**src/rtl/cam_pixel_bridge.sv**
```systemverilog
// cam_pixel_bridge: camera {Y,U/V} pixels -> RGB565 tagged with linear index, FIFO-buffered valid/ready output.
// Latency: in_valid at N -> FIFO write N+1 -> out_valid N+2; input never stalls, a full FIFO drops the pixel (sticky overflow).
// Optional colour-bar generator enabled by defining CAM_BRIDGE_TESTPAT_EN.

module cam_pixel_fifo #(
    parameter int W     = 8,
    parameter int DEPTH = 16
) (
    input  logic         clk,
    input  logic         reset,
    input  logic         push,
    input  logic         pop,
    input  logic [W-1:0] din,
    output logic [W-1:0] dout,
    output logic         full,
    output logic         empty
);
    localparam int AW = $clog2(DEPTH);
    localparam logic [AW:0] FULL_CNT = (AW+1)'(DEPTH);

    logic [W-1:0]  mem [DEPTH];
    logic [AW-1:0] wr_ptr;
    logic [AW-1:0] rd_ptr;
    logic [AW:0]   count;
    logic          do_push;
    logic          do_pop;

    assign empty   = (count == '0);
    assign full    = (count == FULL_CNT);
    assign do_pop  = pop && !empty;
    // A pop in the same cycle frees the slot, so a write into a full FIFO still lands.
    assign do_push = push && (!full || do_pop);
    assign dout    = mem[rd_ptr];

    always_ff @(posedge clk) begin
        if (reset) begin
            wr_ptr <= '0;
            rd_ptr <= '0;
            count  <= '0;
        end else begin
            if (do_push) wr_ptr <= wr_ptr + 1'b1;
            if (do_pop)  rd_ptr <= rd_ptr + 1'b1;
            case ({do_push, do_pop})
                2'b10:   count <= count + 1'b1;
                2'b01:   count <= count - 1'b1;
                default: count <= count;
            endcase
        end
    end

    always_ff @(posedge clk) begin
        if (do_push) mem[wr_ptr] <= din;
    end
endmodule

module cam_pixel_bridge #(
    parameter int H_RES      = 320,
    parameter int V_RES      = 240,
    parameter int FIFO_DEPTH = 16,
    localparam int IDX_W     = $clog2(H_RES*V_RES)
) (
    input  logic             clk,
    input  logic             reset,
    input  logic [1:0]       mode,
    input  logic [7:0]       threshold,
    input  logic             frame_start,
`ifdef CAM_BRIDGE_TESTPAT_EN
    input  logic             test_pattern,
`endif
    input  logic             in_valid,
    input  logic [15:0]      in_data,
    output logic             out_valid,
    input  logic             out_ready,
    output logic [15:0]      out_data,
    output logic [IDX_W-1:0] out_index,
    output logic             out_last,
    output logic             overflow,
    output logic             frame_err,
    output logic [15:0]      frame_count
);
    localparam int TOTAL = H_RES * V_RES;
    localparam logic [IDX_W-1:0] LAST_IDX = IDX_W'(TOTAL - 1);
    localparam int EW = 1 + IDX_W + 16;

    typedef enum logic [1:0] {IDLE, ACTIVE, FLUSH} state_t;

    state_t           state;
    state_t           state_nxt;
    logic [IDX_W-1:0] cnt;
    logic [IDX_W-1:0] cnt_nxt;
    logic             take;
    logic             start_acc;
    logic             restart;

    logic [1:0]       mode_q;
    logic [7:0]       thr_q;
    logic [15:0]      pix;

    logic             pipe_vld;
    logic [15:0]      pipe_dat;
    logic [IDX_W-1:0] pipe_idx;
    logic             pipe_last;

    logic [EW-1:0]    fifo_din;
    logic [EW-1:0]    fifo_dout;
    logic             fifo_full;
    logic             fifo_empty;
    logic             pop;

    always_ff @(posedge clk) begin
        if (reset) begin
            state <= IDLE;
            cnt   <= '0;
        end else begin
            state <= state_nxt;
            cnt   <= cnt_nxt;
        end
    end

    always_comb begin
        state_nxt = state;
        cnt_nxt   = cnt;
        take      = 1'b0;
        start_acc = 1'b0;
        restart   = 1'b0;
        case (state)
            IDLE: begin
                if (frame_start) begin
                    state_nxt = ACTIVE;
                    cnt_nxt   = '0;
                    start_acc = 1'b1;
                end
            end
            ACTIVE: begin
                // A new frame_start aborts the current frame; its pixels already queued still drain.
                if (frame_start) begin
                    cnt_nxt = '0;
                    restart = 1'b1;
                end else if (in_valid) begin
                    take = 1'b1;
                    if (cnt == LAST_IDX) begin
                        cnt_nxt   = '0;
                        state_nxt = FLUSH;
                    end else begin
                        cnt_nxt = cnt + 1'b1;
                    end
                end
            end
            FLUSH: begin
                if (fifo_empty && !pipe_vld) begin
                    if (frame_start) begin
                        state_nxt = ACTIVE;
                        cnt_nxt   = '0;
                        start_acc = 1'b1;
                    end else begin
                        state_nxt = IDLE;
                    end
                end
            end
            default: state_nxt = IDLE;
        endcase
    end

    always_ff @(posedge clk) begin
        if (reset) begin
            mode_q <= 2'd0;
            thr_q  <= 8'd0;
        end else if (start_acc) begin
            mode_q <= mode;
            thr_q  <= threshold;
        end
    end

`ifdef CAM_BRIDGE_TESTPAT_EN
    localparam int XW    = (H_RES > 1) ? $clog2(H_RES) : 1;
    localparam int BAR_W = (H_RES >= 8) ? (H_RES / 8) : 1;

    logic          tp_q;
    logic [XW-1:0] col;
    logic [15:0]   bar_pix;
    int            bar;

    always_ff @(posedge clk) begin
        if (reset) begin
            tp_q <= 1'b0;
            col  <= '0;
        end else begin
            if (start_acc) tp_q <= test_pattern;
            if (start_acc || restart) begin
                col <= '0;
            end else if (take) begin
                col <= (int'(col) == H_RES - 1) ? '0 : col + 1'b1;
            end
        end
    end

    always_comb begin
        bar = int'(col) / BAR_W;
        if (bar > 7) bar = 7;
        case (bar)
            0:       bar_pix = 16'hFFFF;
            1:       bar_pix = 16'hFFE0;
            2:       bar_pix = 16'h07FF;
            3:       bar_pix = 16'h07E0;
            4:       bar_pix = 16'hF81F;
            5:       bar_pix = 16'hF800;
            6:       bar_pix = 16'h001F;
            default: bar_pix = 16'h0000;
        endcase
    end
`endif

    always_comb begin
        case (mode_q)
            2'd1:    pix = in_data;
            2'd2:    pix = (in_data[15:8] >= thr_q) ? 16'hFFFF : 16'h0000;
            default: pix = {in_data[15:11], in_data[15:10], in_data[15:11]};
        endcase
`ifdef CAM_BRIDGE_TESTPAT_EN
        if (tp_q) pix = bar_pix;
`endif
    end

    always_ff @(posedge clk) begin
        if (reset) begin
            pipe_vld  <= 1'b0;
            pipe_dat  <= '0;
            pipe_idx  <= '0;
            pipe_last <= 1'b0;
        end else begin
            pipe_vld <= take;
            if (take) begin
                pipe_dat  <= pix;
                pipe_idx  <= cnt;
                pipe_last <= (cnt == LAST_IDX);
            end
        end
    end

    assign fifo_din = {pipe_last, pipe_idx, pipe_dat};
    assign pop      = out_valid && out_ready;

    cam_pixel_fifo #(
        .W     (EW),
        .DEPTH (FIFO_DEPTH)
    ) u_fifo (
        .clk   (clk),
        .reset (reset),
        .push  (pipe_vld),
        .pop   (pop),
        .din   (fifo_din),
        .dout  (fifo_dout),
        .full  (fifo_full),
        .empty (fifo_empty)
    );

    // Head fields are masked while empty so stale storage never shows on the outputs.
    assign out_valid = !fifo_empty;
    assign out_data  = out_valid ? fifo_dout[15:0] : 16'h0000;
    assign out_index = out_valid ? fifo_dout[16 +: IDX_W] : '0;
    assign out_last  = out_valid && fifo_dout[EW-1];

    always_ff @(posedge clk) begin
        if (reset) begin
            overflow    <= 1'b0;
            frame_err   <= 1'b0;
            frame_count <= 16'd0;
        end else begin
            if (pipe_vld && fifo_full && !pop) overflow <= 1'b1;
            if (restart) frame_err <= 1'b1;
            if (pop && out_last) frame_count <= frame_count + 16'd1;
        end
    end
endmodule

```
**config.mk**
```make
export PLATFORM = sky130hd
export DESIGN_NAME = cam_pixel_bridge
export DESIGN_NICKNAME = d
export VERILOG_FILES = /design/src/rtl/cam_pixel_bridge.sv
export SDC_FILE = /design/constraint.sdc
export NUM_CORES = 1
export LEC_CHECK = 0
export CAP_MARGIN = 15
export CORE_ASPECT_RATIO = 2
export CORE_MARGIN = 10
export CORE_UTILIZATION = 30
export CTS_BUF_LIST = sky130_fd_sc_hd__clkbuf_16
export DETAILED_ROUTE_END_ITERATION = 8
export DONT_BUFFER_PORTS = 1
export GPL_TIMING_DRIVEN = 0
export PLACE_DENSITY = 0.43
export REMOVE_ABC_BUFFERS = 1
export SLEW_MARGIN = 20
export SYNTH_ARGS = -nofsm -noshare
export SYNTH_HDL_FRONTEND = slang
export SYNTH_SLANG_ARGS = --single-unit
```
**constraint.sdc**
```tcl
create_clock -name clk -period 7.7 [get_ports clk]
set_clock_uncertainty 0.1 [all_clocks]
set_input_delay 0.77 -clock clk [delete_from_list [all_inputs] [get_ports clk]]
set_output_delay 0.77 -clock clk [all_outputs]
set_load 0.05 [all_outputs]
```
==> results of run 1 <==
worst max-delay path, cell delays in order (launching register included):
cell and delay (ps):
dfxtp_4 690, buf_16 310, buf_16 300, buf_12 270, mux4_2 530, mux4_2 540
and2_1 370
power groups by stage:
| stage | Combinational, W | Sequential (W) | Clock [W] |
|---|---|---|---|
| floorplan | 0.00127 | 0.00405 | 0 |
| global placement | 0.00164 | 0.00418 | 0 |
| detailed placement | 0.00172 | 0.00396 | 0 |
| CTS | 0.00172 | 0.00388 | 0.00306 |
| global route | 0.00179 | 0.00389 | 0.00318 |
| finish | 0.00166 | 0.00388 | 0.00297 |
sequential cells by signal (all words and copies together) (netlist names), named ones only:
register / cells
u_fifo.mem: 544
cnt: 17
pipe_idx: 17
frame_count: 16
pipe_dat: 16
thr_q: 8
u_fifo.count: 5
u_fifo.rd_ptr: 4
u_fifo.wr_ptr: 4
mode_q: 2
state: 2
frame_err: 1
overflow: 1
pipe_last: 1
pipe_vld: 1
per-stage QoR:
step	utilization [%]	TNS, ps	worst slack (ps)	cells	hold slack, ps
after floorplan	-	-5470	-240	1337	346
after global placement	31.4	-278780	-4290	2408	369
after detailed placement	33.0	0	3710	2476	382
after CTS	35.3	0	3010	2586	83.7
after global routing	35.3	0	2920	2587	107
final	35.3	0	3190	2587	146
cell type report:
type	count	area, sq um	area share, %
Sequential cell	643	18300	61.3
Multi-Input combinational cell	672	6980	23.3
Clock buffer	62	1550	5.19
Tap cell	1071	1340	4.48
Timing Repair Buffer	68	1230	4.11
Clock inverter	48	383	1.28
Inverter	22	82.6	0.276
Antenna cell	1	2.50	0.00837
cells by family (layout without fill, tap and decap cells):
logic type,after synthesis,after routing
AOI/OAI and AO/OA,136,136
buffers and inverters,102,200
and+or+nand+nor,296,296
xor gates and xnor gates,24,24
other,0,1
muxes,198,198
adders and majority gates,18,18
DFF,643,643
worst min path at each step:
stage / end / slack, ps / depth (start not counted) / start
6_report: frame_count[2] / 150 / 1 / reset
5_1_grt: frame_count[2] / 110 / 1 / reset
3_5_place_dp: flop / 380 / 2 / u_fifo.rd_ptr[3]
3_3_place_gp: u_fifo.rd_ptr[3] / 370 / 2 / u_fifo.rd_ptr[3]
4_1_cts: pipe_idx[10] / 80 / 1 / reset
2_1_floorplan: pipe_idx[9] / 350 / 2 / cnt[9]
Yosys cell counts (18+ instances only):
| library cell | n | share of area (%) |
|---|---|---|
| ha_1 | 18 | 0.88 |
| nor2b_1 | 19 | 0.46 |
| buf_1 | 25 | 0.37 |
| inv_1 | 22 | 0.32 |
| and2_1 | 34 | 0.83 |
| dfxtp_1 | 99 | 7.7 |
| nand2_1 | 65 | 0.95 |
| nor2_1 | 105 | 1.5 |
| o21ai_0 | 31 | 0.61 |
| clkbuf_1 | 36 | 0.53 |
| edfxtp_1 | 544 | 64 |
| mux4_2 | 165 | 15 |
| a21oi_1 | 51 | 1.0 |
layer usage:
layer	vias up	track usage [%]
li1	5748	-
met2	329	23.6
met5	-	0
met3	95	2.62
met1	6988	16.9
met4	0	4.79
placed cells by master (no fill, tap or decap), types with 16 or more instances in the layout:
master     synthesis  routed
a21oi_1           51      51
and2_1            34      34
buf_16             0      29
buf_4              2      23
clkbuf_16          0      62
dfxtp_1           99      95
edfxtp_1         544     544
ha_1              18      18
inv_1             22      38
mux2_2            16      16
mux2i_1           16      16
mux4_2           165     165
nand2_1           65      64
nor2_1           105      93
nor2b_1           19      18
o21ai_0           31      31
xor2_1            16      16
==> summary.md, run 1 <==
| Metric | Value |
|---|---|
| Vias in the first global route | `14,100` |
| GRT Overall Usage | `13.7%` |
| Cts bufs inserted | `58` |
| Unrepaired setup endpoints after global routing | `false` |
| Predominant post-synthesis flop cell | `edfxtp_1` |
| Post-synthesis xor/xnor area fraction | `0.822%` |
| DR vias | `13,200` |
| Metal-1 WL | `26,800 microns` |
| Mux contribution to synthesized area | `between 10% and 20%` |
| Pin count of the biggest net entering global routing | `96` |
| Crit Path Max Fanout | `29` |
| Hold Vio Cnt, Final | `0` |
| Post-Synth Adder-Cell Area | `less than 1%` |
| Post-Synth Simple-Gate Area | `5.67%` |
| Seq/Total Area, Yosys | `71.6%` |
| DRC viols | `0` |
| P&R area growth vs syn | `16.9%` |
| Post-CTS Resized | `0` |
| Vias per std cell | `5.09` |
| Hold_buf cts | `0` |
| Area of the mapped netlist | `between 0.02 and 0.03 sq mm` |
| First-pass GRT wire length | `97,600 microns` |
| Final setup fails | `0` |
| WL/cell | `25.8 microns` |
| Pins Over Slew Limit | `0` |
| R2r setup slk | `4740 ps` |
| Max frequency | `222 MHz` |
| Final #Nets | `1,514` |
| Grt ovf | `0` |
| Initial antenna violation count | `2` |
| Die H | `433 microns` |
| Routed Antenna Nets | `0` |
| Worst slew pin tran | `1070 ps` |
| Filler Cells Inserted | `7,925` |
| Worst r2r path cells | `7` |
| DR pass1 iterations | `5` |
| Gate Count Post-Synth | `around 1,400` |
| Port bufs | `0` |
| Pint | `0.00605 W` |
| Area after DPL | `0.0280 sq mm` |
| Maximum clock insertion buffer count | `3` |
| Final Power | `0.00851 W` |
| Die X-Extent | `226 microns` |
| Post-route cell area | `0.0299 sq mm` |
| Worst Setup Start Kind | `flop` |
| Clock root buffer | `clkbuf_16` |
| # IOs | `84` |
| Status | `completed` |
| Comb power frac | `19.5%` |
| Crit path time final | `4510 ps` |
| Switching power total | `between 0.002 and 0.0025 W` |
| Max-slew headroom | `between 20% and 30%` |
| Synth Area per Inst | `18.1 sq um` |
| Top Layer Used | `met4` |
| Starting Density | `roughly 30%` |
| Arrival time at the worst endpoint | `3640 ps` |
| Final Cycle Share | `58.6%` |
| #FFs+latches synth | `643` |
| Main combinational cell family by area after synthesis | `multiplexers` |
| Sequential Power Share | `45.6%` |
| Peak supply drop | `199 uV` |
| Leakage | `9.26 nW` |
| Post-synthesis cell type count | `67` |
| Routability cong. | `about 0.72` |
| Clock Sinks | `643` |
| Routed WL | `66,800 microns` |
| Layout cells sized above 1 | `24.2%` |
| Crit path kind | `flop to output port` |
| FFs w/ async S/R, synth | `0%` |
| Post-synth EDFFs | `roughly 540` |
| H-tree lvl count | `2` |
| Core Area | `0.0846 sq mm` |
| Die area | `0.0981 sq mm` |
| Skew-Pair Late Insertion Delay | `630 ps` |
| Synth Area in Compound Gates | `3.44%` |
| Setup crit end | `out_index[16]` |
| TritonCTS clock tree | `done` |
| Met2 wire len | `34,400 microns` |
| Yosys Warn Count | `0` |
| Clock power frac | `34.9%` |
| Net Sw Frac | `28.9%` |
| Iter 0 DRT Violations | `963` |
| Routed wl met3 | `3550 microns` |
| Worst endpoint required time | `6830 ps` |
| HP Class | `primary input to flop` |
| PD cells | `285 mW/mm^2` |
| Max Cap Violations | `0` |
| Final HPWL DP | `43,900 microns` |
| Reg clk slew, reported paths | `60 ps` |
| Worst r2r src | `u_fifo.count[1]` |
| R2R Path End | `u_fifo.mem[0][2]` |
| Cell row count | `~150` |
| Post-CTS Setup Inserts | `0` |
| Worst Setup End Kind | `output port` |
Note: power is estimated with default switching activity, not from simulation.
==> run 2, diff against run 1 <==
Clock period 7.7 ns to 4.2 ns, I/O delays scaled along.
==> summary.md, run 2 (synthesized netlist as in run 1, its figures left out) <==
| Metric | Value |
|---|---|
| Status | `completed` |
| Initial antenna violation count | `4 (+2)` |
| DR pass1 iterations | `5 (unchanged)` |
| Grt ovf | `0 (unchanged)` |
| Clock Sinks | `643 (unchanged)` |
| Die area | `0.0981 sq mm (unchanged)` |
| Maximum clock insertion buffer count | `3 (unchanged)` |
| Sequential Power Share | `45.1% (-0.5 points)` |
| Core Area | `0.0846 sq mm (unchanged)` |
| Largest register FFs | `544 (unchanged)` |
| Reg clk slew, reported paths | `60 ps (about the same)` |
| Iter 0 DRT Violations | `1,028 (+6.7%)` |
| Routability cong. | `0.718 (unchanged)` |
| Most frequent cells in the layout | `544 x edfxtp_1, 165 x mux4_2, 95 x dfxtp_1` |
| Routed Antenna Nets | `0 (unchanged)` |
| Die H | `433 microns (unchanged)` |
| GRT Overall Usage | `14.0% (+0.27 points)` |
| Peak supply drop | `370 uV (+86%)` |
| P&R area growth vs syn | `19.0%` |
| Clock power frac | `34.8% (about the same)` |
| First-pass GRT wire length | `99,500 microns (+1.9%)` |
| Worst Setup Start Kind | `flop` |
| Worst r2r path cells | `8 (+1)` |
| Vias in the first global route | `14,400 (+2.1%)` |
| Min-delay src | `in_data[13]` |
| Final #Nets | `1,564 (+3.3%)` |
| Post-CTS Resized | `0 (unchanged)` |
| Crit Path Max Fanout | `29 (unchanged)` |
| Post-Layout Cell Count | `2,641 (+2.1%)` |
| Crit path time final | `~3800 ps` |
| Layout cells sized above 1 | `23.6% (-0.58 points)` |
| PD cells | `514 mW/mm^2 (+81%)` |
| Switching power total | `0.00455 W (+85%)` |
| Routed WL | `68,000 microns (+1.8%)` |
| Worst endpoint required time | `3680 ps (-3150 ps)` |
| Setup crit end | `out_index[16]` |
| Worst slew pin tran | `1070 ps (+2.60 ps)` |
| Cell row count | `151 (unchanged)` |
| WL/cell | `25.7 microns (-0.28%)` |
| DRC viols | `0 (unchanged)` |
| Max-slew headroom | `28.4% (-0.39 points)` |
| Worst Setup End Kind | `output port` |
| TritonCTS clock tree | `done` |
| Final HPWL DP | `43,900 microns (unchanged)` |
| DR vias | `13,400 (+1.9%)` |
| Starting Density | `30.2% (unchanged)` |
| Hold-critical path depth | `3 (+2)` |
| Unrepaired setup endpoints after global routing | `false` |
| Pins Over Slew Limit | `0 (unchanged)` |
| Die X-Extent | `226 microns (unchanged)` |
| Pin count of the biggest net entering global routing | `95 (-1.0%)` |
| Pint | `0.0111 W (+83%)` |
| Leakage | `9.52 nW (+2.9%)` |
| Hold Vio Cnt, Final | `0 (unchanged)` |
| Crit path kind | `flop to output port` |
| Arrival time at the worst endpoint | `3240 ps (-400 ps)` |
| # IOs | `84 (unchanged)` |
| Final setup fails | `0 (unchanged)` |
| Post-Place Cells | `2,476 (unchanged)` |
| Cts bufs inserted | `58 (unchanged)` |
| H-tree lvl count | `2 (unchanged)` |
| Regs by FF count | `u_fifo.mem: 544 flops, cnt: 17 flops, pipe_idx: 17 flops` |
| Vias per std cell | `5.08 (-0.15%)` |
| Worst r2r src | `mode_q[0]` |
| Port bufs | `0 (unchanged)` |
| Max Cap Violations | `0 (unchanged)` |
| R2r setup slk | `750 ps (-3990 ps)` |
| Max frequency | `266 MHz` |
| Comb power frac | `20.1% (+0.6 points)` |
| HP Class | `primary input to flop` |
| Most common cell after layout, fill and taps aside | `edfxtp_1` |
| R2R Path End | `pipe_dat[0]` |
| Final Cycle Share | `89.6%` |
| Clock root buffer | `clkbuf_16` |
| Hold WS | `46.6 ps (-99.5 ps)` |
| Largest register by flop count | `u_fifo.mem` |
| Net Sw Frac | `29.1% (+0.17 points)` |
| Skew-Pair Late Insertion Delay | `630 ps (about the same)` |
[run 2: layout make-up]
class / instances / area, sq um
Clock buffer: 62 / 1550
Tap cell: 1071 / 1340
Inverter: 22 / 82.6
Antenna cell: 5 / 12.5
Clock inverter: 48 / 383
Sequential cell: 643 / 18300
Timing Repair Buffer: 118 / 1760
Multi-Input combinational cell: 672 / 6980
Fill cell: 7921 / 54200
[run 2: power groups by stage]
stage	Clock (W)	Combinational, W	Sequential, W
floorplan	0	0.00224	0.00742
finish	0.00545	0.00314	0.00705
global placement	0	0.00233	0.00752
global route	0.00582	0.00340	0.00706
CTS	0.00561	0.00326	0.00705
detailed placement	0	0.00309	0.00726
[run 2: repair_timing]
item / 4_1_cts / 5_1_grt
setup buffers: 2 / 0
hold buffers: 48 / 0
endpoints found under the setup margin: 14 / 0
hold endpoints to repair: 83 / 0
[run 2: how the worst min path moves through the flow]
| stage | end | slack (ps) |
|---|---|---|
| after floorplan | pipe_idx[9] | 350 |
| after global placement | u_fifo.rd_ptr[3] | 370 |
| after detailed placement | flop | 380 |
| after CTS | pipe_dat[8] | 0.9 |
| after global routing | pipe_dat[8] | 50 |
| final | pipe_dat[8] | 50 |
[run 2: metal layers]
layer	wire length (microns)	up-vias	track usage, %
li1	-	5852	-
met1	27500	7130	17.4
met2	35200	338	24.2
met3	3280	94	2.34
met4	1890	0	4.70
met5	0	-	0
[run 2: stage by stage]
stage	worst slack (ps)	power [W]	util (%)	setup TNS, ps	cell area (sq um)
2_1_floorplan	-3390	0.00966	-	-153740	25200
3_3_place_gp	-7440	0.00985	31.4	-1624300	26600
3_5_place_dp	556	0.0103	33.0	0	28000
4_1_cts	320	0.0159	36.0	0	30400
5_1_grt	249	0.0163	36.0	0	30400
6_report	435	0.0156	36.0	0	30400
[run 2: worst max-delay path, stage by stage (launching register included)]
cell	delay, ps
dfxtp_4	370
buf_16	220
buf_16	290
buf_12	260
mux4_2	530
mux4_2	540
and2_1	370
==> run 3, diff against run 2 <==
Clock period 4.2 ns to 3.9 ns, I/O delays scaled along.
==> summary.md, run 3 (synthesized netlist as in run 1, its figures left out) <==
| Metric | Value |
|---|---|
| Arrival time at the worst endpoint | `3170 ps (-70 ps)` |
| Core Area | `0.0846 sq mm (unchanged)` |
| DR pass1 iterations | `5 (unchanged)` |
| Routed Antenna Nets | `0 (unchanged)` |
| Final Power | `0.0169 W (+7.9%)` |
| Post-Layout Cell Count | `2,644 (+0.11%)` |
| Worst Setup Start Kind | `flop` |
| Grt ovf | `0 (unchanged)` |
| Initial antenna violation count | `4 (unchanged)` |
| Final #Nets | `1,567 (+0.19%)` |
| Vias in the first global route | `14,400 (+0.084%)` |
| Routability cong. | `0.718 (unchanged)` |
| Worst endpoint required time | `3410 ps (-270 ps)` |
| Post-CTS Resized | `0 (unchanged)` |
| Most common cell after layout, fill and taps aside | `edfxtp_1` |
| HP Class | `primary input to flop` |
| Final HPWL DP | `43,900 microns (unchanged)` |
| WL/cell | `25.8 microns (+0.40%)` |
| H-tree lvl count | `2 (unchanged)` |
| Max frequency | `273 MHz` |
| Final setup fails | `0 (unchanged)` |
| Starting Density | `30.2% (unchanged)` |
| Setup WS pre-CTS | `286 ps (-270 ps)` |
| Skew-Pair Late Insertion Delay | `630 ps (about the same)` |
| Largest register FFs | `544 (unchanged)` |
| # IOs | `84 (unchanged)` |
| Cell row count | `151 (unchanged)` |
| Hold WS | `46.0 ps (-0.611 ps)` |
| TritonCTS clock tree | `done` |
| Reg clk slew, reported paths | `60 ps (about the same)` |
| Cts bufs inserted | `58 (unchanged)` |
| Leakage | `9.55 nW (+0.25%)` |
| Final Cycle Share | `93.9%` |
| First-pass GRT wire length | `99,600 microns (about the same)` |
| Peak supply drop | `395 uV (+7.0%)` |
| Pins Over Slew Limit | `0 (unchanged)` |
| Die H | `433 microns (unchanged)` |
| Worst slew pin tran | `1070 ps (+2.43 ps)` |
| Crit Path Max Fanout | `27 (-6.9%)` |
| Layout cells sized above 1 | `23.6% (about the same)` |
| P&R area growth vs syn | `19.2%` |
| Worst setup slack after layout | `239 ps (-196 ps)` |
| Maximum clock insertion buffer count | `3 (unchanged)` |
| Worst Setup End Kind | `output port` |
| Regs by FF count | `u_fifo.mem: 544 flops, cnt: 17 flops, pipe_idx: 17 flops` |
| Most frequent cells in the layout | `544 x edfxtp_1, 165 x mux4_2, 95 x dfxtp_1` |
| GRT Overall Usage | `14.0% (about the same)` |
| Iter 0 DRT Violations | `963 (-6.3%)` |
| Status | `completed` |
| Die area | `0.0981 sq mm (unchanged)` |
| Unrepaired setup endpoints after global routing | `false` |
| Crit path kind | `flop to output port` |
| Die X-Extent | `226 microns (unchanged)` |
| Max-slew headroom | `28.5% (+0.054 points)` |
| Largest register by flop count | `u_fifo.mem` |
| Pin count of the biggest net entering global routing | `95 (unchanged)` |
| Vias per std cell | `5.06 (-0.44%)` |
| Crit path time final | `3660 ps` |
| Max Cap Violations | `0 (unchanged)` |
| Clock Sinks | `643 (unchanged)` |
| Port bufs | `0 (unchanged)` |
| Filler Cells Inserted | `7,920 (-0.013%)` |
| Hold Vio Cnt, Final | `0 (unchanged)` |
| Final core occ | `36.0% (+0.053 points)` |
| Post-Place Cells | `2,476 (unchanged)` |
| PD cells | `554 mW/mm^2 (+7.8%)` |
| DR vias | `13,400 (-0.33%)` |
| Routed WL | `68,300 microns (+0.51%)` |
| Clock root buffer | `clkbuf_16` |
| DRC viols | `0 (unchanged)` |
[run 3: changes by cell type in the layout (fill, tap and decap cells not counted)]
| cell | change |
|---|---|
| dlygate4sd3_1 | +2 |
| clkbuf_16 | +1 |
[run 3: critical path: stages (launching register included)]
cell	delay, ps
dfxtp_4	370
buf_16	250
buf_16	230
buf_12	240
mux4_2	530
mux4_2	540
and2_1	370
[run 3: power breakdown]
part	switching (W)	internal (W)
Sequential	0.000149	0.00745
Clock	0.00261	0.00326
Combinational	0.00216	0.00127
[run 3: worst paths after layout]
kind / from / end / slack (ps) / depth (start not counted)
worst max-delay path: flop / out_index[16] / 240 / 6
worst min-delay path: out_ready / u_fifo.rd_ptr[0] / 50 / 3
worst max register to register: mode_q[0] / pipe_dat[9] / 440 / 8
worst min register to register: u_fifo.rd_ptr[3] / flop / 400 / 2
[run 3: final cells by class]
class	count	area (sq um)	share of cell area, %
diodes	5	12.5	0.0410
clock buffers	62	1550	5.09
clock inverters	48	383	1.26
inverters	22	82.6	0.271
multi-input cells	672	6980	22.9
flip-flops and latches	643	18300	60.1
well taps	1071	1340	4.39
repair buffers	121	1810	5.93
[run 3: metal layers]
metal  part of all wire, %  GRT usage (%)
met1                    41           17.4
met3                   4.7           2.34
met4                   2.7           4.70
met5                     0              0
met2                    52           24.2
[run 3: stage by stage]
step / cell area, sq um / TNS, ps
final: 30500 / 0
after global placement: 26600 / -1810930
after CTS: 30500 / 0
after global routing: 30500 / 0
after detailed placement: 28000 / 0
after floorplan: 25200 / -168310
[run 3: repair_timing]
action,4_1_cts,5_1_grt
endpoints found under the setup margin,19,2
buffers inserted,2,0
gates cloned,0,1
hold buffers,50,0
pin swaps,0,0
endpoints found under the hold margin,83,0
